==> config.mk <==
export PLATFORM = sky130hd
export DESIGN_NAME = load_store_unit_flat
export DESIGN_NICKNAME = d
export VERILOG_FILES = /design/src/rtl/lsu_pkg.sv /design/src/rtl/load_store_unit_if.sv /design/src/rtl/lsu_lane_align.sv /design/src/rtl/load_store_unit.sv /design/src/flat_wrapper.sv
export SDC_FILE = /design/constraint.sdc
export NUM_CORES = 1
export LEC_CHECK = 0
export ABC_AREA = 0
export CORE_ASPECT_RATIO = 2
export CORE_MARGIN = 1
export CORE_UTILIZATION = 30
export DETAILED_ROUTE_END_ITERATION = 10
export SYNTH_ARGS = -nofsm -noshare
export SYNTH_HDL_FRONTEND = slang
export SYNTH_SLANG_ARGS = --single-unit
==> constraint.sdc <==
create_clock -name clk -period 4.3 [get_ports clk]
set_input_delay 0.86 -clock clk [delete_from_list [all_inputs] [get_ports clk]]
set_output_delay 0.86 -clock clk [all_outputs]
set_load 0.02 [all_outputs]
==> src/rtl/lsu_pkg.sv <==
// Shared types and constants for the load/store unit: access sizes, FSM states,
// lane geometry and the alignment rule used at request accept.
package lsu_pkg;

   localparam int unsigned LANES  = 4;
   localparam int unsigned BYTE_W = 8;
   localparam int unsigned WORD_W = LANES * BYTE_W;

   typedef enum logic [1:0] {
      SZ_BYTE = 2'b00,
      SZ_HALF = 2'b01,
      SZ_WORD = 2'b10,
      SZ_BAD  = 2'b11
   } size_e;

   typedef enum logic [1:0] {
      IDLE,
      READ,
      WRITE,
      RESP
   } state_e;

   // Illegal size counts as misaligned so one call covers both checks.
   function automatic logic size_misaligned(input size_e sz, input logic [1:0] off);
      logic bad;
      case (sz)
         SZ_BYTE: bad = 1'b0;
         SZ_HALF: bad = off[0];
         SZ_WORD: bad = (off != 2'b00);
         default: bad = 1'b1;
      endcase
      return bad;
   endfunction

endpackage

==> src/rtl/load_store_unit_if.sv <==
// Pipeline request/response handshake plus word-wide data-memory bus of the LSU.
// slave = the load/store unit itself, master = the pipeline/memory environment.
interface load_store_unit_if #(
   parameter int unsigned DATA_W = 32,
   parameter int unsigned ADDR_W = 5
);

   logic              req_valid;
   logic              req_ready;
   logic              req_write;
   logic [1:0]        req_size;
   logic              req_signed;
   logic [ADDR_W+1:0] req_addr;
   logic [DATA_W-1:0] req_wdata;

   logic              rsp_valid;
   logic              rsp_err;
   logic [DATA_W-1:0] rsp_data;

   logic [ADDR_W-1:0] mem_addr;
   logic [DATA_W-1:0] mem_wdata;
   logic              mem_we;
   logic              mem_re;
   logic [DATA_W-1:0] mem_rdata;

   modport slave (
      input  req_valid, req_write, req_size, req_signed, req_addr, req_wdata,
      input  mem_rdata,
      output req_ready, rsp_valid, rsp_err, rsp_data,
      output mem_addr, mem_wdata, mem_we, mem_re
   );

   modport master (
      output req_valid, req_write, req_size, req_signed, req_addr, req_wdata,
      output mem_rdata,
      input  req_ready, rsp_valid, rsp_err, rsp_data,
      input  mem_addr, mem_wdata, mem_we, mem_re
   );

endinterface

==> src/rtl/lsu_lane_align.sv <==
// Combinational lane steering: load extract with sign/zero extension, and the
// byte-lane merge used for read-modify-write of sub-word stores (little-endian).
module lsu_lane_align
   import lsu_pkg::*;
(
   input  logic [WORD_W-1:0] i_word,
   input  logic [WORD_W-1:0] i_new,
   input  logic [1:0]        i_off,
   input  size_e             i_size,
   input  logic              i_signed,
   output logic [WORD_W-1:0] o_load,
   output logic [WORD_W-1:0] o_merge
);

   logic [WORD_W-1:0] w_shifted;
   logic [WORD_W-1:0] w_new_sh;
   logic [LANES-1:0]  w_be;
   logic              w_sign;

   always_comb begin
      w_shifted = i_word >> {i_off, 3'b000};
      w_sign    = 1'b0;
      o_load    = i_word;
      case (i_size)
         SZ_BYTE: begin
            w_sign = i_signed & w_shifted[7];
            o_load = {{(WORD_W-8){w_sign}}, w_shifted[7:0]};
         end
         SZ_HALF: begin
            w_sign = i_signed & w_shifted[15];
            o_load = {{(WORD_W-16){w_sign}}, w_shifted[15:0]};
         end
         default: o_load = i_word;
      endcase
   end

   // New data is right-justified; shift it onto the addressed lanes, then pick per lane.
   always_comb begin
      w_new_sh = i_new << {i_off, 3'b000};
      case (i_size)
         SZ_BYTE: w_be = 4'b0001 << i_off;
         SZ_HALF: w_be = 4'b0011 << i_off;
         default: w_be = 4'b1111;
      endcase
      o_merge = i_word;
      for (int unsigned k = 0; k < LANES; k++) begin
         if (w_be[k]) begin
            o_merge[BYTE_W*k +: BYTE_W] = w_new_sh[BYTE_W*k +: BYTE_W];
         end
      end
   end

endmodule

==> src/rtl/load_store_unit.sv <==
// Load/store unit: accepts byte-addressed requests, checks alignment/range, drives a
// word-wide memory and returns one response per request (RMW for sub-word stores).
module load_store_unit
   import lsu_pkg::*;
#(
   parameter int unsigned DATA_W  = 32,
   parameter int unsigned ADDR_W  = 5,
   parameter int unsigned DEPTH   = 32,
   parameter int unsigned MEM_LAT = 1
) (
   input  logic             clk,
   input  logic             rst_n,
   load_store_unit_if.slave bus
);

   localparam int unsigned CNT_W = (MEM_LAT > 1) ? $clog2(MEM_LAT) : 1;

   state_e            r_state;
   state_e            w_state_nxt;

   logic              r_write;
   size_e             r_size;
   logic              r_signed;
   logic [1:0]        r_off;
   logic [ADDR_W-1:0] r_waddr;
   logic [DATA_W-1:0] r_wdata;
   logic [DATA_W-1:0] r_mem_wdata;
   logic [DATA_W-1:0] r_rsp_data;
   logic              r_err;
   logic [CNT_W-1:0]  r_lat_cnt;

   size_e             w_req_size;
   logic [ADDR_W-1:0] w_req_word;
   logic              w_accept;
   logic              w_err;
   logic              w_word_store;
   logic              w_rd_last;
   logic [DATA_W-1:0] w_load;
   logic [DATA_W-1:0] w_merge;

   assign w_req_size   = size_e'(bus.req_size);
   assign w_req_word   = bus.req_addr[ADDR_W+1:2];
   assign w_accept     = bus.req_valid && (r_state == IDLE);
   assign w_err        = size_misaligned(w_req_size, bus.req_addr[1:0])
                         || (32'(w_req_word) >= DEPTH);
   assign w_word_store = bus.req_write && (w_req_size == SZ_WORD);
   assign w_rd_last    = (r_lat_cnt == CNT_W'(MEM_LAT - 1));

   lsu_lane_align u_align (
      .i_word   (bus.mem_rdata),
      .i_new    (r_wdata),
      .i_off    (r_off),
      .i_size   (r_size),
      .i_signed (r_signed),
      .o_load   (w_load),
      .o_merge  (w_merge)
   );

   always_ff @(posedge clk or negedge rst_n) begin
      if (!rst_n) begin
         r_state <= IDLE;
      end else begin
         r_state <= w_state_nxt;
      end
   end

   always_comb begin
      w_state_nxt   = r_state;
      bus.req_ready = 1'b0;
      bus.mem_re    = 1'b0;
      bus.mem_we    = 1'b0;
      bus.rsp_valid = 1'b0;
      bus.rsp_err   = 1'b0;
      case (r_state)
         IDLE: begin
            bus.req_ready = 1'b1;
            if (w_accept) begin
               if (w_err) begin
                  w_state_nxt = RESP;
               end else if (w_word_store) begin
                  w_state_nxt = WRITE;
               end else begin
                  w_state_nxt = READ;
               end
            end
         end
         READ: begin
            bus.mem_re = 1'b1;
            if (w_rd_last) begin
               w_state_nxt = r_write ? WRITE : RESP;
            end
         end
         WRITE: begin
            bus.mem_we  = 1'b1;
            w_state_nxt = RESP;
         end
         RESP: begin
            bus.rsp_valid = 1'b1;
            bus.rsp_err   = r_err;
            w_state_nxt   = IDLE;
         end
         default: w_state_nxt = IDLE;
      endcase
   end

   // rsp_data only changes when a response is being formed, so it holds between responses.
   always_ff @(posedge clk or negedge rst_n) begin
      if (!rst_n) begin
         r_write     <= 1'b0;
         r_size      <= SZ_BYTE;
         r_signed    <= 1'b0;
         r_off       <= '0;
         r_waddr     <= '0;
         r_wdata     <= '0;
         r_mem_wdata <= '0;
         r_rsp_data  <= '0;
         r_err       <= 1'b0;
         r_lat_cnt   <= '0;
      end else begin
         if (w_accept) begin
            r_write   <= bus.req_write;
            r_size    <= w_req_size;
            r_signed  <= bus.req_signed;
            r_off     <= bus.req_addr[1:0];
            r_waddr   <= w_req_word;
            r_wdata   <= bus.req_wdata;
            r_err     <= w_err;
            r_lat_cnt <= '0;
            if (w_err) begin
               r_rsp_data <= '0;
            end else if (w_word_store) begin
               r_mem_wdata <= bus.req_wdata;
            end
         end
         if (r_state == READ) begin
            if (w_rd_last) begin
               if (r_write) begin
                  r_mem_wdata <= w_merge;
               end else begin
                  r_rsp_data <= w_load;
               end
            end else begin
               r_lat_cnt <= r_lat_cnt + CNT_W'(1);
            end
         end
         if (r_state == WRITE) begin
            r_rsp_data <= '0;
         end
      end
   end

   assign bus.mem_addr  = r_waddr;
   assign bus.mem_wdata = r_mem_wdata;
   assign bus.rsp_data  = r_rsp_data;

endmodule
==> src/flat_wrapper.sv <==
// flat-port wrapper written by rule: the top's interface ports become plain ports
module load_store_unit_flat import lsu_pkg::*;
#(
   parameter int unsigned DATA_W  = 32,
   parameter int unsigned ADDR_W  = 5,
   parameter int unsigned DEPTH   = 32,
   parameter int unsigned MEM_LAT = 1
)
  (clk, rst_n, bus_req_valid, bus_req_write, bus_req_size, bus_req_signed, bus_req_addr, bus_req_wdata, bus_mem_rdata, bus_req_ready, bus_rsp_valid, bus_rsp_err, bus_rsp_data, bus_mem_addr, bus_mem_wdata, bus_mem_we, bus_mem_re);
  load_store_unit_if #(.DATA_W(DATA_W), .ADDR_W(ADDR_W)) bus_i ();
  input  logic clk;
  input  logic rst_n;
  input wire logic [$bits(bus_i.req_valid)-1:0] bus_req_valid;
  input wire logic [$bits(bus_i.req_write)-1:0] bus_req_write;
  input wire logic [$bits(bus_i.req_size)-1:0] bus_req_size;
  input wire logic [$bits(bus_i.req_signed)-1:0] bus_req_signed;
  input wire logic [$bits(bus_i.req_addr)-1:0] bus_req_addr;
  input wire logic [$bits(bus_i.req_wdata)-1:0] bus_req_wdata;
  input wire logic [$bits(bus_i.mem_rdata)-1:0] bus_mem_rdata;
  output wire logic [$bits(bus_i.req_ready)-1:0] bus_req_ready;
  output wire logic [$bits(bus_i.rsp_valid)-1:0] bus_rsp_valid;
  output wire logic [$bits(bus_i.rsp_err)-1:0] bus_rsp_err;
  output wire logic [$bits(bus_i.rsp_data)-1:0] bus_rsp_data;
  output wire logic [$bits(bus_i.mem_addr)-1:0] bus_mem_addr;
  output wire logic [$bits(bus_i.mem_wdata)-1:0] bus_mem_wdata;
  output wire logic [$bits(bus_i.mem_we)-1:0] bus_mem_we;
  output wire logic [$bits(bus_i.mem_re)-1:0] bus_mem_re;
  assign bus_i.req_valid = bus_req_valid;
  assign bus_i.req_write = bus_req_write;
  assign bus_i.req_size = bus_req_size;
  assign bus_i.req_signed = bus_req_signed;
  assign bus_i.req_addr = bus_req_addr;
  assign bus_i.req_wdata = bus_req_wdata;
  assign bus_i.mem_rdata = bus_mem_rdata;
  assign bus_req_ready = bus_i.req_ready;
  assign bus_rsp_valid = bus_i.rsp_valid;
  assign bus_rsp_err = bus_i.rsp_err;
  assign bus_rsp_data = bus_i.rsp_data;
  assign bus_mem_addr = bus_i.mem_addr;
  assign bus_mem_wdata = bus_i.mem_wdata;
  assign bus_mem_we = bus_i.mem_we;
  assign bus_mem_re = bus_i.mem_re;
  load_store_unit #(.DATA_W(DATA_W), .ADDR_W(ADDR_W), .DEPTH(DEPTH), .MEM_LAT(MEM_LAT)) u_core (.clk(clk), .rst_n(rst_n), .bus(bus_i));
endmodule
=== Yosys cells after proc, flatten, opt, wreduce, memory -nomap -nowiden ===
Cells that the tools add are included.

* Flip-flop bits (word level): 111
* Bits of input ports: 78
* Output and inout bits: 74
* Logic and storage cells: 66

* Add/subtract/negate cells: 1
* Equal/unequal tests: 8
* Shift operators: 4
* Mux-type cells: 33
* Bitwise gates (word level): 2
* Reductions and logical operators: 7

{| class="wikitable"
|+ Operators by type and width
! kind !! number
|-
| $mux W32 || 12
|-
| $pmux W32 S2 || 1
|-
| $mux W8 || 4
|-
| $shl A32 B5 Y32 || 1
|-
| $shr A32 B5 Y16 || 1
|-
| $mux W1 || 9
|-
| $mux W2 || 4
|-
| $pmux W2 S4 || 1
|-
| $pmux W4 S2 || 1
|-
| $eq A2 B1 Y1 const B || 3
|-
| $eq A2 B2 Y1 const B || 3
|-
| $logic_not A2 Y1 || 3
|-
| $shl A1 B2 Y4 const A || 1
|-
| $shl A2 B2 Y4 const A || 1
|-
| $pmux W1 S3 || 1
|-
| $and A1 B1 Y1 || 2
|-
| $logic_and A1 B1 Y1 || 2
|-
| $ne A2 B1 Y1 const B || 1
|-
| $ne A2 B2 Y1 const B || 1
|-
| $reduce_and A2 Y1 || 1
|-
| $reduce_bool A2 Y1 || 1
|-
| $add A1 B1 Y1 const B || 1
|}

=== Longest topological paths before layout ===
* Word-level depth: 8
* Gate-level depth with buffers: 7
* Gate-level depth less buffers: 6

=== By module ===
A second synthesis with hierarchy kept.

* Cells, all modules: 791
* Area total of the unflattened synthesis: 7039.3 um^2

{| class="wikitable"
|+ Modules (own cells, without submodules)
! module !! times used !! cells an instance !! area an instance (um^2)
|-
| load_store_unit || 1 || 526 || 5377.7
|-
| lsu_lane_align || 1 || 265 || 1661.6
|}

=== Worst setup path before layout ===
No wires, ideal clock.

* Kind: input-to-reg
* Start: input port bus_req_addr[0]
* End: register u_core.r_mem_wdata[10] (netlist: u_core.bus.mem_wdata[10])
* Arrival: 1.935 ns
* Data required time: 4.154 ns
* Path slack: 2.219 ns
* Stages: 5
* Cells stage by stage: nor4b_1 nand4_1 buf_2 mux2i_1 mux2i_1

* Longest elaborated chain between the ends: 7

{| class="wikitable"
|+ Ends and longest elaborated chain
! item !! line !! source
|-
| from (decl) || flat_wrapper.sv:17 || <nowiki>input wire logic [$bits(bus_i.req_addr)-1:0] bus_req_addr;</nowiki>
|-
| $reduce_bool A2 Y1 || lsu_pkg.sv:29 || <nowiki>SZ_WORD: bad = (off != 2'b00);</nowiki>
|-
| $pmux W1 S3 * || lsu_pkg.sv:26 || <nowiki>case (sz)</nowiki>
|-
| $mux W32 * || load_store_unit.sv:129 || <nowiki>if (w_err) begin</nowiki>
|-
| $mux W32 * || load_store_unit.sv:120 || <nowiki>if (w_accept) begin</nowiki>
|-
| $mux W32 || load_store_unit.sv:137 || <nowiki>if (r_write) begin</nowiki>
|-
| $mux W32 || load_store_unit.sv:136 || <nowiki>if (w_rd_last) begin</nowiki>
|-
| $mux W32 * || load_store_unit.sv:135 || <nowiki>if (r_state == READ) begin</nowiki>
|-
| to (signal assigned) || load_store_unit.sv:132 || <nowiki>r_mem_wdata <= bus.req_wdata;</nowiki>
|-
| to (signal assigned) || load_store_unit.sv:138 || <nowiki>r_mem_wdata <= w_merge;</nowiki>
|-
| to (decl) || load_store_unit.sv:27 || <nowiki>logic [DATA_W-1:0] r_mem_wdata;</nowiki>
|}

Every way passes the cells marked *; elsewhere a longest branch is shown, timed or not.
A chain may end at the register's enable or synchronous reset.

=== Worst setup path in the final report ===
* Start: register u_core.r_size[1]
* End: register u_core.r_rsp_data[13] (netlist: u_core.bus.rsp_data[13])

* Longest elaborated chain between the ends: 6

{| class="wikitable"
|+ Ends and longest elaborated chain
! item !! line !! source
|-
| from (decl) || load_store_unit.sv:22 || <nowiki>size_e r_size;</nowiki>
|-
| from (signal assigned) || load_store_unit.sv:122 || <nowiki>r_size <= w_req_size;</nowiki>
|-
| $eq A2 B1 Y1 or $logic_not A2 Y1 (tied branches) || -- ||
|-
| $pmux W32 S2 * || lsu_lane_align.sv:24 || <nowiki>case (i_size)</nowiki>
|-
| $mux W32 * || load_store_unit.sv:137 ||
|-
| $mux W32 * || load_store_unit.sv:136 ||
|-
| $mux W32 * || load_store_unit.sv:135 ||
|-
| $mux W32 * || load_store_unit.sv:146 || <nowiki>if (r_state == WRITE) begin</nowiki>
|-
| to (signal assigned) || load_store_unit.sv:140 || <nowiki>r_rsp_data <= w_load;</nowiki>
|-
| to (decl) || load_store_unit.sv:28 || <nowiki>logic [DATA_W-1:0] r_rsp_data;</nowiki>
|}

Marks and branches as above.

==> run summary <==
The internal portion of the total power is 3.66 mW. Net switching is 43.0% of the power. The tightest min-delay check is of the reg2reg type.

Of all flip-flops after synthesis, the portion carrying an async set or reset was 100%. The logs give 0 for the initial antenna violation count and 3.59 nW for the leakage power total. Max-cap violations in this run came to 0. The arrival time of data at the critical path endpoint came out at 3.16 ns. Once routing completed, OpenROAD measured the worst setup slack at 1.41 ns.

The required arrival time at the worst endpoint was 4.58 ns. The run gives 19.8% as the all-layer global routing usage. Wires add up to 19,900 um. The tools report the launching element type of the critical path as a register.

For this run, the detailed router's first-pass iteration total came to 5. Derived from the worst setup path, the maximum achievable clock frequency is 0.346 GHz. Entering global routing, the biggest net connects 112 pins. The via count of the routed design came out at 4,742. The flip-flop and latch count after synthesis came out at 111. After synthesis, the cell types taking the most area are sky130_fd_sc_hd__dfrtp_1, sky130_fd_sc_hd__mux2i_1, sky130_fd_sc_hd__mux2_2, sky130_fd_sc_hd__o2bb2ai_1, sky130_fd_sc_hd__o21ai_0. The worst path in the final design needs a cycle of 2.89 ns, including I/O delays and setup. The clock input transition at the sequential cells of the worst setup and hold paths is 0.07 ns, and the remaining routing DRC violations is 0. Once the floorplan was initialized, standard cells occupied 30.8% of the core. Number of enable-type register cells in the synthesized netlist: 0. Synthesis handed over a netlist of 508 instances.

The number of hold-slack violations in the final timing report is 0, and the total negative slack for setup checks is 0 ns. For this run, global-route usage on met3 was measured as 3.11%. Summed over its instances, the top area cell type makes up 46.4% of the synthesized netlist area.

The flow ran to the end, and the final reports show no timing, DRC or antenna violations. The first global-routing pass estimated 29,800 um of wire. For this design the ratio of total power to cell area is 801 nW/um^2. For this run, the number of Yosys warnings is 0. The run gives 890 as the number of instances in the placed design.

Predominant post-synthesis flop cell: sky130_fd_sc_hd__dfrtp_1. The tools report the weighted congestion at the end of routability-driven global placement as 0.815. By instance count, the leading cell after synthesis is sky130_fd_sc_hd__mux2i_1. The die height is 202 um, and the met2 track utilization from global routing is 35.2%.

The run gives 0 as the total global routing overflow. Measured on the finished design, the core utilization comes to 41.2%. The run gives 0 as the number of setup violations in the final report.

The pin slew with the least headroom to its limit was 0.964 ns; the iteration-0 DRC count of the detailed router was 327. Final cycle utilization of the critical path: 67.1%. The clock network fraction of total power is 12.5%, and the worst-case clock buffer depth is 2.

The synthesized cell area came out at 5990 sq um. Sequential cells account for 32.3% of the total power. The buffer count from post-CTS setup fixing is 0, and the wire length per cell is 21.9 um. Timing analysis after detailed placement gives a worst setup slack of 1.46 ns.

Setup repair after global routing left no endpoint under its margin. The width of the chip is 102 um, and the antenna cell count is 0. CTS placed an instance of sky130_fd_sc_hd__clkbuf_16 at the clock tree root. The post-synthesis to final-layout area growth is 33.8%, and the number of I/O pins is 152. The endpoint class of the critical path was a register.

The wire-length estimate of the detail-placed layout is 14,800 um. Across all register-to-register paths, the minimum setup slack is 1.41 ns. Counting every sink on the clock net gives 111. The total area inside the core boundary comes to 19,500 sq um. After synthesis, the most frequently instantiated cells are sky130_fd_sc_hd__mux2i_1, sky130_fd_sc_hd__dfrtp_1, sky130_fd_sc_hd__mux2_2, sky130_fd_sc_hd__o2bb2ai_1, sky130_fd_sc_hd__nor2_1. IR analysis of the VDD net gives a maximum drop of 0.000548 V. Port buffering added 151 buffers. The tools report the number of distinct library cells after synthesis as 42. The number of pins with negative max-slew slack in the final report was 0; the clock latency on the worst-skew pair was 0.36 ns.

The average instance area after synthesis works out to 11.8 sq um. Of the cells placed in the final design, the portion with a size suffix greater than 1 is 13.0%. The CTS H-tree depth is 3, and the worst slack on hold paths is 0.491 ns.

The logs give 906 for the count of non-filler cells in the finished layout and 20,600 sq um for the die area. The final-stage net count is 725, and the number of rows in the core area is 72. Counting the buffers created by CTS gives 9. The routed via count divided by cell count was 5.23. The run gives 0 as the quantity of hold-fixing buffers added after cts.

The remaining antenna violation count is 0. The run gives 2.76 mW as the power spent charging and discharging nets. The run gives 5,035 as the number of global-route vias before repair. In this run the worst path has a maximum fanout of 26. After synthesis, flip-flops and latches occupy 46.4% of the total area. Once the clock tree was built, the resizer swapped 0 gates to a different size. The post-synthesis net count is 591.

Headroom to the max-slew limit came out at 35.8%. By startpoint and endpoint, the worst setup path is classified as reg2reg. The clock arrives with 0.00974 ns of skew. The portion of total power attributed to combinational logic was 55.2%. The routing usage on met1 is 21.4%. met2 is the most crowded layer. TritonCTS built the clock tree.

Largest area contributor in the netlist: sky130_fd_sc_hd__dfrtp_1.
[worst max-delay path, stage by stage (launching register included)]
cell,delay (ns)
sky130_fd_sc_hd__dfrtp_1,0.94
sky130_fd_sc_hd__inv_1,0.63
sky130_fd_sc_hd__a222oi_1,0.94
sky130_fd_sc_hd__a21oi_1,0.10
sky130_fd_sc_hd__o2bb2ai_1,0.19
[layer usage]
| metal | routed length [um] | vias to the layer above |
|---|---|---|
| li1 | - | 2156 |
| met1 | 7230 | 2365 |
| met2 | 10700 | 165 |
| met3 | 754 | 56 |
| met4 | 1190 | 0 |
| met5 | 0 | - |
[cell type report]
| class | count | area [sq um] |
|---|---|---|
| Timing Repair Buffer | 158 | 1570 |
| Inverter | 7 | 26.3 |
| Multi-Input combinational cell | 355 | 3040 |
| Fill cell | 1940 | 11400 |
| Tap cell | 259 | 324 |
| Clock buffer | 12 | 256 |
| Clock inverter | 4 | 20.0 |
| Sequential cell | 111 | 2780 |
[flip-flops by register name (all words and copies together), names as in the netlist]
name / count
u_core.bus.mem_wdata: 32
u_core.r_wdata: 32
u_core.r_write: 1
u_core.r_signed: 1
u_core.bus.rsp_data: 32
u_core.bus.mem_addr: 5
u_core.r_size: 2
u_core.r_lat_cnt: 1
u_core.r_err: 1
u_core.r_off: 2
u_core.r_state: 2
[final timing paths]
kind | startpoint | to | cells after the start
worst max-delay path | u_core.r_size[1] | u_core.bus.rsp_data[13] | 4
max in group asynchronous | rst_n | u_core.r_off[0] | 2
worst min-delay path | u_core.bus.rsp_data[17] | u_core.bus.rsp_data[17] | 1
min in group asynchronous | rst_n | u_core.bus.rsp_data[17] | 2
worst max register to register | u_core.r_size[1] | u_core.bus.rsp_data[13] | 4
worst min register to register | u_core.bus.rsp_data[17] | u_core.bus.rsp_data[17] | 1
[kinds of logic (layout without fill, tap and decap cells)]
logic type / Yosys count / in the layout / synth area share, %
compound gates: 114 / 114 / 14.2
fa+ha+maj: 5 / 5 / 1.04
buf+inv: 42 / 181 / 3.07
flops: 111 / 111 / 46.4
mux: 171 / 171 / 29.6
simple gates: 65 / 65 / 5.70
[power groups by stage]
stage                     logic (mW)  clock network [mW]  registers [mW]
final                           3.54               0.805            2.07
after global routing            3.78               0.862            2.13
after CTS                       3.57               0.821            2.07
after detailed placement        3.55                   0            2.08
after global placement          3.50                   0            2.07
after floorplan                 1.97                   0            2.24
[cell usage in the layout, fill, tap and decap left out, types with 2 or more instances in the layout]
master,n
sky130_fd_sc_hd__a21oi_1,17
sky130_fd_sc_hd__o21ai_0,21
sky130_fd_sc_hd__clkinv_2,4
sky130_fd_sc_hd__nor2b_1,6
sky130_fd_sc_hd__dfrtp_1,110
sky130_fd_sc_hd__ha_1,5
sky130_fd_sc_hd__a211oi_1,10
sky130_fd_sc_hd__nand2_1,8
sky130_fd_sc_hd__o2bb2ai_1,39
sky130_fd_sc_hd__inv_1,6
sky130_fd_sc_hd__clkbuf_8,2
sky130_fd_sc_hd__o211ai_1,2
sky130_fd_sc_hd__or2_2,2
sky130_fd_sc_hd__buf_4,7
sky130_fd_sc_hd__a22o_1,7
sky130_fd_sc_hd__mux2_2,49
sky130_fd_sc_hd__clkdlybuf4s50_1,150
sky130_fd_sc_hd__nand3b_1,3
sky130_fd_sc_hd__nor3b_1,8
sky130_fd_sc_hd__mux2i_1,122
sky130_fd_sc_hd__clkbuf_16,9
sky130_fd_sc_hd__nor2_1,27
sky130_fd_sc_hd__a22oi_1,9
[metrics by stage]
step | cell area (sq um) | power (mW)
5_1_grt | 8020 | 6.77
2_1_floorplan | 5990 | 4.21
6_report | 8020 | 6.42
4_1_cts | 8020 | 6.45
3_5_place_dp | 7740 | 5.63
3_3_place_gp | 7740 | 5.57
Power figures use the tool's default switching activity.
